$ cat config.mk
export PLATFORM = sky130hd
export DESIGN_NAME = geofence_result_collector
export DESIGN_NICKNAME = d
export VERILOG_FILES = /design/src/rtl/geofence_result_collector.sv
export SDC_FILE = /design/constraint.sdc
export NUM_CORES = 1
export LEC_CHECK = 0
export CAP_MARGIN = 40
export CORE_AREA = 2 2 108 110
export DETAILED_ROUTE_END_ITERATION = 16
export DIE_AREA = 0 0 110 112
export PLACE_DENSITY = 0.74
export SKIP_LAST_GASP = 1
export SLEW_MARGIN = 20
export SYNTH_ARGS = -nofsm -noshare
export SYNTH_HDL_FRONTEND = slang
export SYNTH_SLANG_ARGS = --single-unit
$ cat constraint.sdc
create_clock -name clk -period 2.6 [get_ports clk]
set_input_delay 0.52 -clock clk [delete_from_list [all_inputs] [get_ports clk]]
set_output_delay 0.52 -clock clk [all_outputs]
set_load 0.02 [all_outputs]
$ cat src/rtl/geofence_result_collector.sv
// geofence_result_collector: tags each geofence core result with a sequential
// object ID and queues it in a first-word-fall-through FIFO with a valid/ready
// read port. It also keeps saturating result counters and sticky overflow and
// timeout flags.
// Optional feature: define GEOFENCE_COLLECTOR_WDOG_EN to build the idle watchdog.
// Without it, o_timeout is tied to 0 and WDOG_CYCLES is ignored.
module geofence_result_collector #(
  parameter int unsigned FIFO_DEPTH  = 8,
  parameter int unsigned ID_W        = 8,
  parameter int unsigned CNT_W       = 16,
  parameter int unsigned WDOG_CYCLES = 256
) (
  input  logic             clk,
  input  logic             reset,
  input  logic             i_gf_valid,
  input  logic             i_gf_is_inside,
  input  logic             i_clr,
  output logic             o_out_valid,
  input  logic             i_out_ready,
  output logic [ID_W-1:0]  o_out_id,
  output logic             o_out_inside,
  output logic [CNT_W-1:0] o_total_cnt,
  output logic [CNT_W-1:0] o_inside_cnt,
  output logic             o_overflow,
  output logic             o_timeout
);

  localparam int unsigned AW = $clog2(FIFO_DEPTH);
  localparam int unsigned RW = ID_W + 1;

  // Each record is {id, inside}.
  logic [RW-1:0]    r_mem [FIFO_DEPTH];
  // Pointers carry one extra wrap bit to tell full from empty.
  logic [AW:0]      r_wr_ptr;
  logic [AW:0]      r_rd_ptr;
  logic [ID_W-1:0]  r_next_id;
  logic [CNT_W-1:0] r_total_cnt;
  logic [CNT_W-1:0] r_inside_cnt;
  logic             r_overflow;

  logic          w_empty;
  logic          w_full;
  logic          w_result;
  logic          w_pop;
  logic          w_push;
  logic [RW-1:0] w_head;

  assign w_empty  = (r_wr_ptr == r_rd_ptr);
  assign w_full   = (r_wr_ptr[AW] != r_rd_ptr[AW]) &&
                    (r_wr_ptr[AW-1:0] == r_rd_ptr[AW-1:0]);
  // A result coinciding with clr is discarded.
  assign w_result = i_gf_valid & ~i_clr;
  assign w_pop    = ~w_empty & i_out_ready;
  // A full queue still accepts when the head leaves in the same cycle.
  assign w_push   = w_result & (~w_full | w_pop);
  assign w_head   = r_mem[r_rd_ptr[AW-1:0]];

  assign o_out_valid  = ~w_empty;
  assign o_out_id     = w_empty ? '0 : w_head[RW-1:1];
  assign o_out_inside = ~w_empty & w_head[0];
  assign o_total_cnt  = r_total_cnt;
  assign o_inside_cnt = r_inside_cnt;
  assign o_overflow   = r_overflow;

  // Queue storage; contents are only observed through the non-empty head.
  always_ff @(posedge clk) begin
    if (w_push) begin
      r_mem[r_wr_ptr[AW-1:0]] <= {r_next_id, i_gf_is_inside};
    end
  end

  // Queue pointers and next object ID.
  always_ff @(posedge clk or posedge reset) begin
    if (reset) begin
      r_wr_ptr  <= '0;
      r_rd_ptr  <= '0;
      r_next_id <= '0;
    end else if (i_clr) begin
      r_wr_ptr  <= '0;
      r_rd_ptr  <= '0;
      r_next_id <= '0;
    end else begin
      if (w_push) r_wr_ptr <= r_wr_ptr + 1'b1;
      if (w_pop)  r_rd_ptr <= r_rd_ptr + 1'b1;
      // The ID advances for dropped results too.
      if (w_result) r_next_id <= r_next_id + 1'b1;
    end
  end

  // Saturating statistics counters and the sticky overflow flag.
  always_ff @(posedge clk or posedge reset) begin
    if (reset) begin
      r_total_cnt  <= '0;
      r_inside_cnt <= '0;
      r_overflow   <= 1'b0;
    end else if (i_clr) begin
      r_total_cnt  <= '0;
      r_inside_cnt <= '0;
      r_overflow   <= 1'b0;
    end else if (w_result) begin
      if (r_total_cnt != '1) r_total_cnt <= r_total_cnt + 1'b1;
      if (i_gf_is_inside && (r_inside_cnt != '1)) r_inside_cnt <= r_inside_cnt + 1'b1;
      if (w_full && !w_pop) r_overflow <= 1'b1;
    end
  end

`ifdef GEOFENCE_COLLECTOR_WDOG_EN
  localparam int unsigned WCW = (WDOG_CYCLES > 1) ? $clog2(WDOG_CYCLES) : 1;
  localparam logic [WCW-1:0] WD_LAST = WCW'(WDOG_CYCLES - 1);

  typedef enum logic {StArmed, StExpired} wd_state_t;

  wd_state_t      r_wd_state;
  wd_state_t      w_wd_state_nxt;
  logic [WCW-1:0] r_wd_cnt;
  logic [WCW-1:0] w_wd_cnt_nxt;
  logic           r_timeout;
  logic           w_timeout_nxt;

  // Watchdog state, idle-cycle count and sticky timeout flag.
  always_ff @(posedge clk or posedge reset) begin
    if (reset) begin
      r_wd_state <= StArmed;
      r_wd_cnt   <= '0;
      r_timeout  <= 1'b0;
    end else begin
      r_wd_state <= w_wd_state_nxt;
      r_wd_cnt   <= w_wd_cnt_nxt;
      r_timeout  <= w_timeout_nxt;
    end
  end

  // Watchdog next state: count idle cycles, expire on the last one.
  always_comb begin
    w_wd_state_nxt = r_wd_state;
    w_wd_cnt_nxt   = r_wd_cnt;
    w_timeout_nxt  = r_timeout;
    if (i_clr) begin
      w_wd_state_nxt = StArmed;
      w_wd_cnt_nxt   = '0;
      w_timeout_nxt  = 1'b0;
    end else begin
      unique case (r_wd_state)
        StArmed: begin
          if (i_gf_valid) begin
            w_wd_cnt_nxt = '0;
          end else if (r_wd_cnt == WD_LAST) begin
            w_wd_state_nxt = StExpired;
            w_timeout_nxt  = 1'b1;
          end else begin
            w_wd_cnt_nxt = r_wd_cnt + 1'b1;
          end
        end
        StExpired: begin
          // Count stays frozen; activity re-arms but the flag stays sticky.
          if (i_gf_valid) begin
            w_wd_state_nxt = StArmed;
            w_wd_cnt_nxt   = '0;
          end
        end
        default: begin
          w_wd_state_nxt = StArmed;
          w_wd_cnt_nxt   = '0;
        end
      endcase
    end
  end

  assign o_timeout = r_timeout;
`else
  logic w_unused_wdog;
  assign w_unused_wdog = ^WDOG_CYCLES;
  assign o_timeout     = 1'b0;
`endif

endmodule
# Word-level counts from Yosys, hierarchy flattened
# Memories as Yosys holds them, arrays and structs flattened.
# Cells that the tools add are included.
# Widths: inputs -> output; s select.
dict set report op_classes {
  addsub 5
  eq_ne 5
  muxes 18
  n_bitwise 8
  reduce_logical 13
}
# op count
set op_table {}
lappend op_table {{$mux 16} 6}
lappend op_table {{$add 16x1->16 const B} 2}
lappend op_table {{$ne 16x16->1 const B} 2}
lappend op_table {{$mux 8} 3}
lappend op_table {{$mux 4} 4}
lappend op_table {{$reduce_bool 2->1} 6}
lappend op_table {{$add 4x1->4 const B} 2}
lappend op_table {{$add 8x1->8 const B} 1}
lappend op_table {{$reduce_and 2->1} 3}
lappend op_table {{$mux 1} 5}
lappend op_table {{$and 1x1->1} 4}
lappend op_table {{$eq 4x4->1} 1}
lappend op_table {{$eq 3x3->1} 1}
lappend op_table {{$logic_and 1x1->1} 3}
lappend op_table {{$not 1->1} 3}
lappend op_table {{$logic_not 1->1} 1}
lappend op_table {{$ne 1x1->1} 1}
lappend op_table {{$or 1x1->1} 1}
dict set report totals {
  register_bits 49
  mem_bits_rw 72
  in_bits 6
  output_inout_bits 44
  wordCells 56
  memories 1
}
# name words width read_ports rd_ports_with_merged_regs write_ports line
set memory_table {}
lappend memory_table {r_mem 8 9 1 0 1 32} ;# logic [RW-1:0] r_mem [FIFO_DEPTH];

# Longest topological paths before layout
# Gate-level depths: netlist (run 1).
dict set report depth {
  depth_word 8
  depth_mapped 6
}

# Least setup slack after synthesis (run 1)
# Ideal clock, no wire load.
dict set report synth_path {
  path_type {register to register}
  from {reg r_wr_ptr[0]}
  to {mem r_mem[0][0] in the netlist's numbering, enable pin}
  t_arrival_ns 2.176
  required_time_ns 2.197
  setup_slack_ns 0.022
  stages_incl_launch_ff 7
  period_less_slack_ns 2.578
  path_cell_list {dfrtp_1 buf_6 xor2_1 or3_1 buf_6 o21ai_0 nor4b_1}
}
dict set report synth_between {
  elab_chain_len 7
  elab_cells_between_ends 10
  cone_classes {2 x eq/ne; 2 x mux; 5 x bitwise; 1 x reduce/logical}
}
# item line
set synth_rtl {}
lappend synth_rtl {{from (decl)} 34} ;# logic [AW:0] r_wr_ptr;
lappend synth_rtl {{from (signal assigned)} 83} ;# if (w_push) r_wr_ptr <= r_wr_ptr + 1'b1;
lappend synth_rtl {{$eq 4x4->1 / $eq 3x3->1 (equally long branches)} {48, 50}}
lappend synth_rtl {{$not 1->1 / $logic_and 1x1->1 (equally long branches)} {53, 49}}
lappend synth_rtl {{$and 1x1->1 / $not 1->1 (equally long branches)} {53, 55}}
lappend synth_rtl {{$or 1x1->1} 55} ;# assign w_push = w_result & (~w_full | w_pop);
lappend synth_rtl {{$and 1x1->1} 55}
lappend synth_rtl {{$mux 1} 67} ;# if (w_push) begin
lappend synth_rtl {{$mux 1 (implied by the code)} 68} ;# r_mem[r_wr_ptr[AW-1:0]] <= {r_next_id, i_gf_is_inside};
lappend synth_rtl {{to (decl)} 32}
# Several ways; a longest one is shown, not always the timed one.

# Final worst setup path (run 1)
dict set report layout_path {
  from {reg r_rd_ptr[0]}
  to {out o_out_id[2]}
}
dict set report layout_between {
  elab_chain_len 2
  elab_cells_between_ends 3
  cone_classes {1 x eq/ne; 1 x mux; 1 x memory}
}
# item line
set layout_rtl {}
lappend layout_rtl {{from (decl)} 35} ;# logic [AW:0] r_rd_ptr;
lappend layout_rtl {{from (signal assigned)} 84} ;# if (w_pop) r_rd_ptr <= r_rd_ptr + 1'b1;
lappend layout_rtl {{$mem_v2 8x9 / $eq 4x4->1 (equally long branches)} -}
lappend layout_rtl {{$mux 8 (*)} 59} ;# assign o_out_id = w_empty ? '0 : w_head[RW-1:1];
lappend layout_rtl {{to (decl)} 20} ;# output logic [ID_W-1:0] o_out_id,
# Mark *: on every way between the ends. The rest lies on a longest branch, timed or not.

==> results_tabular.tex, run 1 <==
\begin{tabular}{lr}
\hline
Metric & Value \\
\hline
\multicolumn{2}{l}{\textbf{Timing}} \\
Worst Clk Skew & 13.9 ps \\
Worst hold margin & between 400 and 500 ps \\
Sum of negative setup slack & 0 ps \\
Total count of hold-check failures in the final report & 0 \\
Pins over their slew limit & 0 \\
Achievable frequency & 404 MHz \\
Remaining max-slew budget at the tightest pin & 0.480 \\
Share of the clock period used by the worst path after layout & 0.953 \\
Unrepaired setup endpoints after global routing & no \\
Final setup slack of the worst path & 123 ps \\
Slew at the pin with the worst max-slew slack & approximately 780 ps \\
Setup violators final & 0 \\
Post-layout min period & $\sim$2500 ps \\
\multicolumn{2}{l}{\textbf{Synth}} \\
Post-Syn Nets & 454 \\
Sequential area share after synthesis & 0.599 \\
Main flop type after synthesis & sky130\_fd\_sc\_hd\_\_edfxtp\_1 \\
Count of distinct cell types in the synthesized netlist & 56 \\
Number of instances in the synthesized netlist & 443 \\
Ys async rst share & 0.405 \\
Synthesized area per cell & 12.8 um2 \\
Most common library cells after synthesis & sky130\_fd\_sc\_hd\_\_edfxtp\_1, sky130\_fd\_sc\_hd\_\_dfrtp\_1, sky130\_fd\_sc\_hd\_\_nor2\_1, sky130\_fd\_sc\_hd\_\_a21oi\_1 \\
Synth warn & 0 \\
Post-synthesis instance area & 5660 um2 \\
FF+latch count, synth & $\sim$120 \\
Most repeated cell in the gate-level netlist after synthesis & sky130\_fd\_sc\_hd\_\_edfxtp\_1 \\
Area share of the largest cell type after synthesis & 0.382 \\
Synth area leader & sky130\_fd\_sc\_hd\_\_edfxtp\_1 \\
Count of flip-flops with a built-in enable after synthesis & 72 \\
Top cells by area, synth & sky130\_fd\_sc\_hd\_\_edfxtp\_1, sky130\_fd\_sc\_hd\_\_dfrtp\_1, sky130\_fd\_sc\_hd\_\_mux4\_2 \\
\multicolumn{2}{l}{\textbf{Pwr}} \\
PD cells & 830 nW/um2 \\
Peak supply drop & 0.000525 V \\
Standby leakage power & 2.58 nW \\
Design Power & 5.86 mW \\
\multicolumn{2}{l}{\textbf{CTS}} \\
Clock Latency Late Sink & roughly 420 ps \\
Master cell of the clock root buffer & sky130\_fd\_sc\_hd\_\_clkbuf\_16 \\
Register clock-pin slew on the reported worst setup and hold paths & 60 ps \\
Hold-fix buffers, CTS & 0 \\
H-tree levels & 4 \\
CTS buffer count & 17 \\
Sinks on Clock Net & 121 \\
Clock tree from TritonCTS & done \\
Largest buffer count on any clock path & 2 \\
\multicolumn{2}{l}{\textbf{Worst setup path}} \\
Worst reg-to-reg path cell count & 6 \\
Highest-delay cell along the critical path & sky130\_fd\_sc\_hd\_\_mux4\_2 \\
Data required time at the worst endpoint & 2080 ps \\
Crit path arrival time & 1960 ps \\
Capturing point of the worst reg2reg path & r\_mem[2][8] \\
Worst reg-to-reg setup slack & 150 ps \\
Setup Crit Path Kind & reg2out \\
Ordered list of cells on the worst path & buf\_12 -> mux4\_2 -> mux2i\_1 -> nor2\_1 -> clkbuf\_2 \\
Element type at the critical path end & output pin \\
Maximum fanout along the worst path & 11 \\
Gate family responsible for the most delay along the worst path & multiplexers \\
Number of buffer and inverter stages on the critical path & 2 \\
Reg-to-reg startpoint & r\_wr\_ptr[3] \\
Nature of the critical path startpoint & register \\
Largest stage delay, worst path & about 520 ps \\
\multicolumn{2}{l}{\textbf{Final layout}} \\
Number of filler instances in the final layout & between 800 and 900 \\
Fraction of layout cells with a size suffix above 1 & 0.200 \\
Fin util & 0.632 \\
Area growth from synthesis to layout & 24.7\% \\
Number of diodes added for antenna fixing & 0 \\
Final \#Nets & about 530 \\
\multicolumn{2}{l}{\textbf{Detailed routing}} \\
Total number of vias & 3949 \\
Drt wl/cell & 18.7 um \\
Post-route DRC & 0 \\
Initial DRC count & 317 \\
Wire length reported by the detailed router & 12500 um \\
Count of TritonRoute iterations in the first routing pass & 5 \\
Ratio of routed vias to standard cells & 5.88 \\
Number of routed nets with antenna violations & 0 \\
\multicolumn{2}{l}{\textbf{GRT}} \\
Via count of the first global-routing pass & 3860 \\
Global-route usage over all layers & 0.217 \\
Number of antenna violations at the first check in global routing & 0 \\
Global-route wire length before repair & 19900 um \\
Overall overflow remaining after global route & 0 \\
Largest net degree at the start of global routing & 60 \\
\multicolumn{2}{l}{\textbf{Run}} \\
MaxCap Viol Count & 0 \\
\multicolumn{2}{l}{\textbf{Floorplan}} \\
Boundary pin count & 50 \\
X dimension of the die & 110 um \\
Die outline height & 112 um \\
Core area & 11200 um2 \\
Overall die area & 12300 um2 \\
Site Rows & 39 \\
Initial Utilization & 0.506 \\
\multicolumn{2}{l}{\textbf{Placed design}} \\
Setup Slack @ Placement & between 80 and 90 ps \\
\# port buffers & 48 \\
HPWL Detailed & approximately 7900 um \\
Placer's final routability congestion estimate & 0.827 \\
\multicolumn{2}{l}{\textbf{Min path}} \\
Hold/Removal Path Class & in2async \\
\multicolumn{2}{l}{\textbf{Status}} \\
Run status & completed \\
\hline
\end{tabular}
flip-flops by register name, indices dropped and copies added (netlist names):
name and count:
o_overflow 1, r_rd_ptr 4, r_wr_ptr 4, o_total_cnt 16, o_inside_cnt 16, r_next_id 8
r_mem 72
report_power, final:
part	switching [mW]	internal (mW)
logic	0.715	0.601
registers	0.0701	2.13
clock network	0.878	1.47
cells by family (layout without fill, tap and decap cells):
logic type	count (synthesis)	count (layout)	share of synthesized area
AND/OR/NAND/NOR	165	165	0.155
flip-flops	121	121	0.599
AO/OA/AOI/OAI	62	62	0.0712
multiplexers	35	35	0.102
buffers and inverters	34	120	0.0285
XOR/XNOR	20	20	0.0323
adder cells (fa/ha/maj)	5	5	0.0111
other	1	1	0.000663
worst max path at each step:
stage                             to  slack, ps   startpoint  depth (start not counted)
floorplan                r_mem[0][0]         20  r_wr_ptr[0]                          6
global placement         o_out_id[0]        140  r_rd_ptr[0]                          5
detailed placement  o_inside_cnt[11]         90   i_gf_valid                          6
CTS                      o_out_id[2]        -30  r_rd_ptr[0]                          5
global route             r_mem[2][6]         30  r_wr_ptr[3]                          6
finish                   o_out_id[2]        120  r_rd_ptr[0]                          5
metrics by stage:
| stage | area (um2) | cells |
|---|---|---|
| 2_1_floorplan | 5660 | 443 |
| 3_3_place_gp | 6440 | 636 |
| 3_5_place_dp | 6440 | 636 |
| 4_1_cts | 7090 | 670 |
| 5_1_grt | 7060 | 672 |
| 6_report | 7060 | 672 |
layout by cell type, fill, tap and decap left out, types with 14 or more instances in the layout:
cell type	synthesis	layout
sky130_fd_sc_hd__edfxtp_1	72	72
sky130_fd_sc_hd__dfrtp_1	49	48
sky130_fd_sc_hd__nor2_1	42	42
sky130_fd_sc_hd__clkdlybuf4s50_1	0	37
sky130_fd_sc_hd__buf_4	1	23
sky130_fd_sc_hd__a21oi_1	22	22
sky130_fd_sc_hd__nand2_1	18	18
sky130_fd_sc_hd__nand3_1	18	18
sky130_fd_sc_hd__mux4_2	18	18
sky130_fd_sc_hd__clkbuf_16	0	17
sky130_fd_sc_hd__mux2i_1	15	15
sky130_fd_sc_hd__nand4_1	14	14
sky130_fd_sc_hd__nor3_1	14	14
per-layer routing:
metal	part of all wire	wire length, um	GRT usage
met3	0.051	634	0.0539
met5	0	0	0
met1	0.44	5480	0.295
met2	0.50	6260	0.341
met4	0.013	169	0.0743
layout make-up:
class | count | area, um2 | share of cell area
Clock buffer | 19 | 453 | 0.0642
Clock inverter | 13 | 141 | 0.0200
Inverter | 12 | 45.0 | 0.00638
Multi-Input combinational cell | 288 | 2140 | 0.304
Sequential cell | 121 | 3390 | 0.480
Tap cell | 143 | 179 | 0.0254
Timing Repair Buffer | 76 | 706 | 0.100
timing repair:
item | in CTS | in global routing
cloned | 1 | 0
pin swaps | 1 | 0
endpoints found under the setup margin | 10 | 10
setup buffers | 1 | 0
gates resized for setup | 25 | 10
Note: power is estimated with default switching activity, not from simulation.
==> inputs of run 2 (changes only) <==
--- a/config.mk
+++ b/config.mk
@@ -10,6 +10,8 @@
 export DETAILED_ROUTE_END_ITERATION = 16
 export DIE_AREA = 0 0 110 112
 export PLACE_DENSITY = 0.74
+export SETUP_SLACK_MARGIN = 0.3
+export SKIP_CTS_REPAIR_TIMING = 1
 export SKIP_LAST_GASP = 1
 export SLEW_MARGIN = 20
 export SYNTH_ARGS = -nofsm -noshare
==> results_tabular.tex, run 2 (same netlist as run 1, synthesis figures left out) <==
\begin{tabular}{lr}
\hline
Metric & Value \\
\hline
\multicolumn{2}{l}{\textbf{Status}} \\
Run status & completed \\
\multicolumn{2}{l}{\textbf{Floorplan}} \\
Die outline height & 112 um \\
Site Rows & 39 \\
Core area & approximately 11000 um2 \\
Boundary pin count & 50 \\
X dimension of the die & 110 um \\
Overall die area & 12300 um2 \\
Initial Utilization & 0.506 \\
\multicolumn{2}{l}{\textbf{Detailed routing}} \\
Total number of vias & 4023 \\
Post-route DRC & 0 \\
Initial DRC count & approximately 280 \\
Drt wl/cell & about 18 um \\
Number of routed nets with antenna violations & 0 \\
Ratio of routed vias to standard cells & between 5 and 6 \\
Wire length reported by the detailed router & 12500 um \\
Count of TritonRoute iterations in the first routing pass & 5 \\
\multicolumn{2}{l}{\textbf{Pwr}} \\
Switching share of power & 0.275 \\
Design Power & 6.18 mW \\
Sequential group share of total power & 0.356 \\
Peak supply drop & 0.000585 V \\
Internal power & 4.48 mW \\
Gate power share & 0.238 \\
Switch Pwr & 1.70 mW \\
Part of the power in the clock network & 0.407 \\
PD cells & 855 nW/um2 \\
Standby leakage power & 2.75 nW \\
\multicolumn{2}{l}{\textbf{Timing}} \\
Slew at the pin with the worst max-slew slack & 627 ps \\
Achievable frequency & 389 MHz \\
Unrepaired setup endpoints after global routing & yes \\
Share of the clock period used by the worst path after layout & 0.989 \\
Setup violators final & 0 \\
Worst Clk Skew & roughly 5.7 ps \\
Pins over their slew limit & 0 \\
Post-layout min period & around 2600 ps \\
Total count of hold-check failures in the final report & 0 \\
Remaining max-slew budget at the tightest pin & 0.578 \\
\multicolumn{2}{l}{\textbf{CTS}} \\
H-tree levels & 4 \\
Master cell of the clock root buffer & sky130\_fd\_sc\_hd\_\_clkbuf\_16 \\
CTS buffer count & 17 \\
Largest buffer count on any clock path & 2 \\
Clock tree from TritonCTS & done \\
Register clock-pin slew on the reported worst setup and hold paths & 60 ps \\
Clock Latency Late Sink & 410 ps \\
Sinks on Clock Net & 121 \\
\multicolumn{2}{l}{\textbf{Worst setup path}} \\
Setup Crit Path Kind & reg2out \\
Nature of the critical path startpoint & register \\
Highest-delay cell along the critical path & sky130\_fd\_sc\_hd\_\_mux4\_2 \\
Crit path arrival time & 2050 ps \\
Gate family responsible for the most delay along the worst path & multiplexers \\
Data required time at the worst endpoint & 2080 ps \\
Maximum fanout along the worst path & 9 \\
Element type at the critical path end & output pin \\
Number of buffer and inverter stages on the critical path & 3 \\
Ordered list of cells on the worst path & clkbuf\_16 -> buf\_4 -> mux4\_2 -> mux2i\_1 -> nor2\_1 -> dlymetal6s2s\_1 \\
Largest stage delay, worst path & 480 ps \\
\multicolumn{2}{l}{\textbf{Final layout}} \\
Max reg flops & 72 \\
Final \#Nets & about 540 \\
Design Area, Final & 7230 um2 \\
Fraction of layout cells with a size suffix above 1 & 0.207 \\
Number of diodes added for antenna fixing & 0 \\
Most common library cell in the layout ignoring fill and taps & sky130\_fd\_sc\_hd\_\_edfxtp\_1 \\
Area growth from synthesis to layout & 27.7\% \\
Most frequent cells in the layout & sky130\_fd\_sc\_hd\_\_edfxtp\_1, sky130\_fd\_sc\_hd\_\_dfrtp\_1, sky130\_fd\_sc\_hd\_\_nor2\_1 \\
\multicolumn{2}{l}{\textbf{GRT}} \\
Largest net degree at the start of global routing & 60 \\
Global-route usage over all layers & 0.217 \\
Number of antenna violations at the first check in global routing & 0 \\
Via count of the first global-routing pass & 3963 \\
Global-route wire length before repair & 20000 um \\
Overall overflow remaining after global route & 0 \\
\multicolumn{2}{l}{\textbf{Placed design}} \\
Placer's final routability congestion estimate & 0.817 \\
HPWL Detailed & 7890 um \\
\# port buffers & 48 \\
Placement-stage cell area & 6420 um2 \\
\multicolumn{2}{l}{\textbf{Min path}} \\
Hold/Removal Path Class & in2async \\
\multicolumn{2}{l}{\textbf{Run}} \\
MaxCap Viol Count & 0 \\
\hline
\end{tabular}
## run 2: path summary, 6_finish.rpt
check | startpoint | to | slack, ps | cells past startpoint
hold reg to reg | o_overflow | o_overflow | 500 | 1
hold / removal | reset | o_total_cnt[12] | 490 | 2
setup reg to reg | r_rd_ptr[0] | r_mem[5][6] | 410 | 6
setup / recovery | r_rd_ptr[0] | o_out_inside | 30 | 6
min in group clk | o_overflow | o_overflow | 500 | 1
max in group asynchronous | reset | r_next_id[6] | 1570 | 3
## run 2: metal layers
metal,part of all wire,GRT usage,vias to the layer above
met5,0,0,-
met4,0.011,0.0726,0
met3,0.066,0.0603,15
met2,0.51,0.340,139
met1,0.42,0.291,2002
li1,-,-,1867
## run 2: power by group through the flow
stage                     registers, mW  clock network, mW  logic (mW)
after floorplan                    2.22                  0       0.835
after global placement             2.22                  0        1.32
after detailed placement           2.23                  0        1.35
after CTS                          2.19               2.55        1.35
after global routing               2.21               2.64        1.58
final                              2.20               2.52        1.47
## run 2: area by class of cell
type	count	area (um2)
clock buffers	17	425
repair buffers	88	833
fillers	790	3950
clock inverters	15	211
multi-input cells	288	2140
well taps	143	179
flip-flops and latches	121	3390
inverters	12	45.0
## run 2: through the flow
step	TNS [ps]	utilization	setup WS, ps	std cells	hold slack (ps)
floorplan	0	-	80.5	443	548
global placement	0	0.574	106	634	475
detailed placement	0	0.574	35.8	634	487
CTS	-3220	0.631	-400	666	494
global route	-357	0.647	-52.4	684	529
finish	0	0.647	29.4	684	490
==> inputs of run 3 (changes only) <==
--- a/config.mk
+++ b/config.mk
@@ -9,7 +9,7 @@
 export CORE_AREA = 2 2 108 110
 export DETAILED_ROUTE_END_ITERATION = 16
 export DIE_AREA = 0 0 110 112
-export PLACE_DENSITY = 0.74
+export PLACE_DENSITY = 0.84
 export SETUP_SLACK_MARGIN = 0.3
 export SKIP_CTS_REPAIR_TIMING = 1
 export SKIP_LAST_GASP = 1
==> results_tabular.tex, run 3 (same netlist as run 1, synthesis figures left out) <==
\begin{tabular}{lr}
\hline
Metric & Value \\
\hline
\multicolumn{2}{l}{\textbf{CTS}} \\
Largest buffer count on any clock path & 2 \\
Clock Latency Late Sink & 420 ps \\
CTS buffer count & 17 \\
Master cell of the clock root buffer & sky130\_fd\_sc\_hd\_\_clkbuf\_16 \\
Clock tree from TritonCTS & done \\
Register clock-pin slew on the reported worst setup and hold paths & 60 ps \\
H-tree levels & 4 \\
Sinks on Clock Net & roughly 120 \\
\multicolumn{2}{l}{\textbf{Pwr}} \\
Sequential group share of total power & 0.376 \\
PD cells & 825 nW/um2 \\
Standby leakage power & roughly 2.6 nW \\
Part of the power in the clock network & 0.380 \\
Peak supply drop & 0.000495 V \\
Switching share of power & 0.294 \\
Internal power & 4.14 mW \\
Switch Pwr & 1.72 mW \\
Gate power share & 0.244 \\
\multicolumn{2}{l}{\textbf{Worst setup path}} \\
Reg-to-reg startpoint & r\_wr\_ptr[3] \\
Element type at the critical path end & output pin \\
Maximum fanout along the worst path & 9 \\
Worst reg-to-reg path cell count & 5 \\
Worst reg-to-reg setup slack & 390 ps \\
Nature of the critical path startpoint & register \\
Setup Crit Path Kind & reg2out \\
Data required time at the worst endpoint & 2080 ps \\
Crit path arrival time & 2040 ps \\
Capturing point of the worst reg2reg path & r\_mem[4][1] \\
\multicolumn{2}{l}{\textbf{Timing}} \\
Slew at the pin with the worst max-slew slack & 614 ps \\
Setup violators final & 0 \\
Share of the clock period used by the worst path after layout & 0.983 \\
Pins over their slew limit & 0 \\
Post-layout min period & 2560 ps \\
Total count of hold-check failures in the final report & 0 \\
Unrepaired setup endpoints after global routing & yes \\
Achievable frequency & 391 MHz \\
Remaining max-slew budget at the tightest pin & 0.586 \\
Worst hold margin & 450 ps \\
Worst Clk Skew & 6.37 ps \\
\multicolumn{2}{l}{\textbf{GRT}} \\
Overall overflow remaining after global route & 0 \\
Global routing met1 resource utilization & 0.291 \\
Met2 track utilization from global routing & 0.366 \\
Global-route wire length before repair & 20700 um \\
Met3 capacity usage during global routing & 0.0556 \\
Number of antenna violations at the first check in global routing & 0 \\
Top Usage Layer GRT & met2 \\
Global-route usage over all layers & 0.223 \\
Via count of the first global-routing pass & approximately 4100 \\
Largest net degree at the start of global routing & 35 \\
\multicolumn{2}{l}{\textbf{Floorplan}} \\
Initial Utilization & 0.506 \\
Site Rows & 39 \\
X dimension of the die & 110 um \\
Core area & between 10000 and 15000 um2 \\
Boundary pin count & 50 \\
Die outline height & 112 um \\
Overall die area & 12300 um2 \\
\multicolumn{2}{l}{\textbf{Final layout}} \\
Most frequent cells in the layout & sky130\_fd\_sc\_hd\_\_edfxtp\_1, sky130\_fd\_sc\_hd\_\_dfrtp\_1, sky130\_fd\_sc\_hd\_\_nor2\_1 \\
Final \#Nets & 538 \\
Number of diodes added for antenna fixing & 0 \\
Fraction of layout cells with a size suffix above 1 & 0.213 \\
Area growth from synthesis to layout & 25.6\% \\
Max reg flops & 72 \\
Final std cells w/o fill & 683 \\
Number of filler instances in the final layout & 815 \\
Most common library cell in the layout ignoring fill and taps & sky130\_fd\_sc\_hd\_\_edfxtp\_1 \\
\multicolumn{2}{l}{\textbf{Min path}} \\
Hold/Removal Path Class & in2async \\
\multicolumn{2}{l}{\textbf{Status}} \\
Run status & completed \\
\multicolumn{2}{l}{\textbf{Detailed routing}} \\
Count of TritonRoute iterations in the first routing pass & 5 \\
Number of routed nets with antenna violations & 0 \\
Initial DRC count & 412 \\
Drt wl/cell & between 15 and 20 um \\
Ratio of routed vias to standard cells & 5.93 \\
Total number of vias & a little over 4000 \\
Post-route DRC & 0 \\
Wire length reported by the detailed router & 13000 um \\
\multicolumn{2}{l}{\textbf{Placed design}} \\
\# port buffers & between 40 and 50 \\
Placer's final routability congestion estimate & approximately 0.86 \\
Post-Place Cells & 637 \\
HPWL Detailed & around 8200 um \\
\multicolumn{2}{l}{\textbf{Run}} \\
MaxCap Viol Count & 0 \\
\hline
\end{tabular}
==> run 3: cell types whose count changed in the layout (fill, tap and decap cells not counted), moves of 3 or more <==
cell                             delta
sky130_fd_sc_hd__dlymetal6s2s_1     -7
sky130_fd_sc_hd__buf_2              +5
sky130_fd_sc_hd__buf_6              +3
sky130_fd_sc_hd__bufinv_16          -3
==> run 3: cell type report <==
type,count,area [um2],area share
inverter,12,45.0,0.00634
tap,143,179,0.0252
sequential,121,3390,0.477
timing repair buffer,87,792,0.111
multi-input combinational,288,2140,0.301
clock inverter,15,141,0.0199
clock buffer,17,425,0.0598
==> run 3: metrics by stage <==
step           utilization  setup TNS, ps  cell area [um2]  worst slack, ps  power [mW]
3_3_place_gp         0.576              0             6430              156        3.55
3_5_place_dp         0.576           -184             6430            -21.1        3.59
4_1_cts              0.626          -2830             7000             -357        5.82
2_1_floorplan            -              0             5670             80.5        3.06
6_report             0.636              0             7110             44.0        5.86
5_1_grt              0.636          -11.4             7110            -4.84        6.11
==> run 3: power groups by stage <==
stage	clock network, mW	registers [mW]	logic [mW]
2_1_floorplan	0	2.22	0.835
3_3_place_gp	0	2.22	1.32
3_5_place_dp	0	2.23	1.35
4_1_cts	2.26	2.20	1.37
5_1_grt	2.35	2.21	1.54
6_report	2.23	2.20	1.43
==> run 3: layer usage <==
metal,wire length (um),up-vias
li1,-,1859
met1,5430,2015
met2,6610,159
met3,783,17
met4,169,0
met5,0,-
==> run 3: how the worst max path moves through the flow <==
| stage | startpoint | endpoint | slack [ps] | depth (start not counted) |
|---|---|---|---|---|
| floorplan | r_wr_ptr[0] | r_mem[2][0] | 80 | 6 |
| global placement | i_out_ready | r_mem[4][5] | 160 | 5 |
| detailed placement | i_out_ready | r_mem[4][5] | -20 | 5 |
| CTS | r_rd_ptr[0] | o_out_id[3] | -360 | 5 |
| global route | r_rd_ptr[0] | o_out_id[3] | -5 | 6 |
| finish | r_rd_ptr[0] | o_out_id[7] | 40 | 6 |
==> run 3: critical path, cell delays in order, from the launching register on <==
cell and delay (ps):
sky130_fd_sc_hd__dfrtp_2 450, sky130_fd_sc_hd__buf_12 160, sky130_fd_sc_hd__buf_4 110, sky130_fd_sc_hd__mux4_2 480, sky130_fd_sc_hd__mux2i_1 180, sky130_fd_sc_hd__nor2_1 80
sky130_fd_sc_hd__buf_2 160
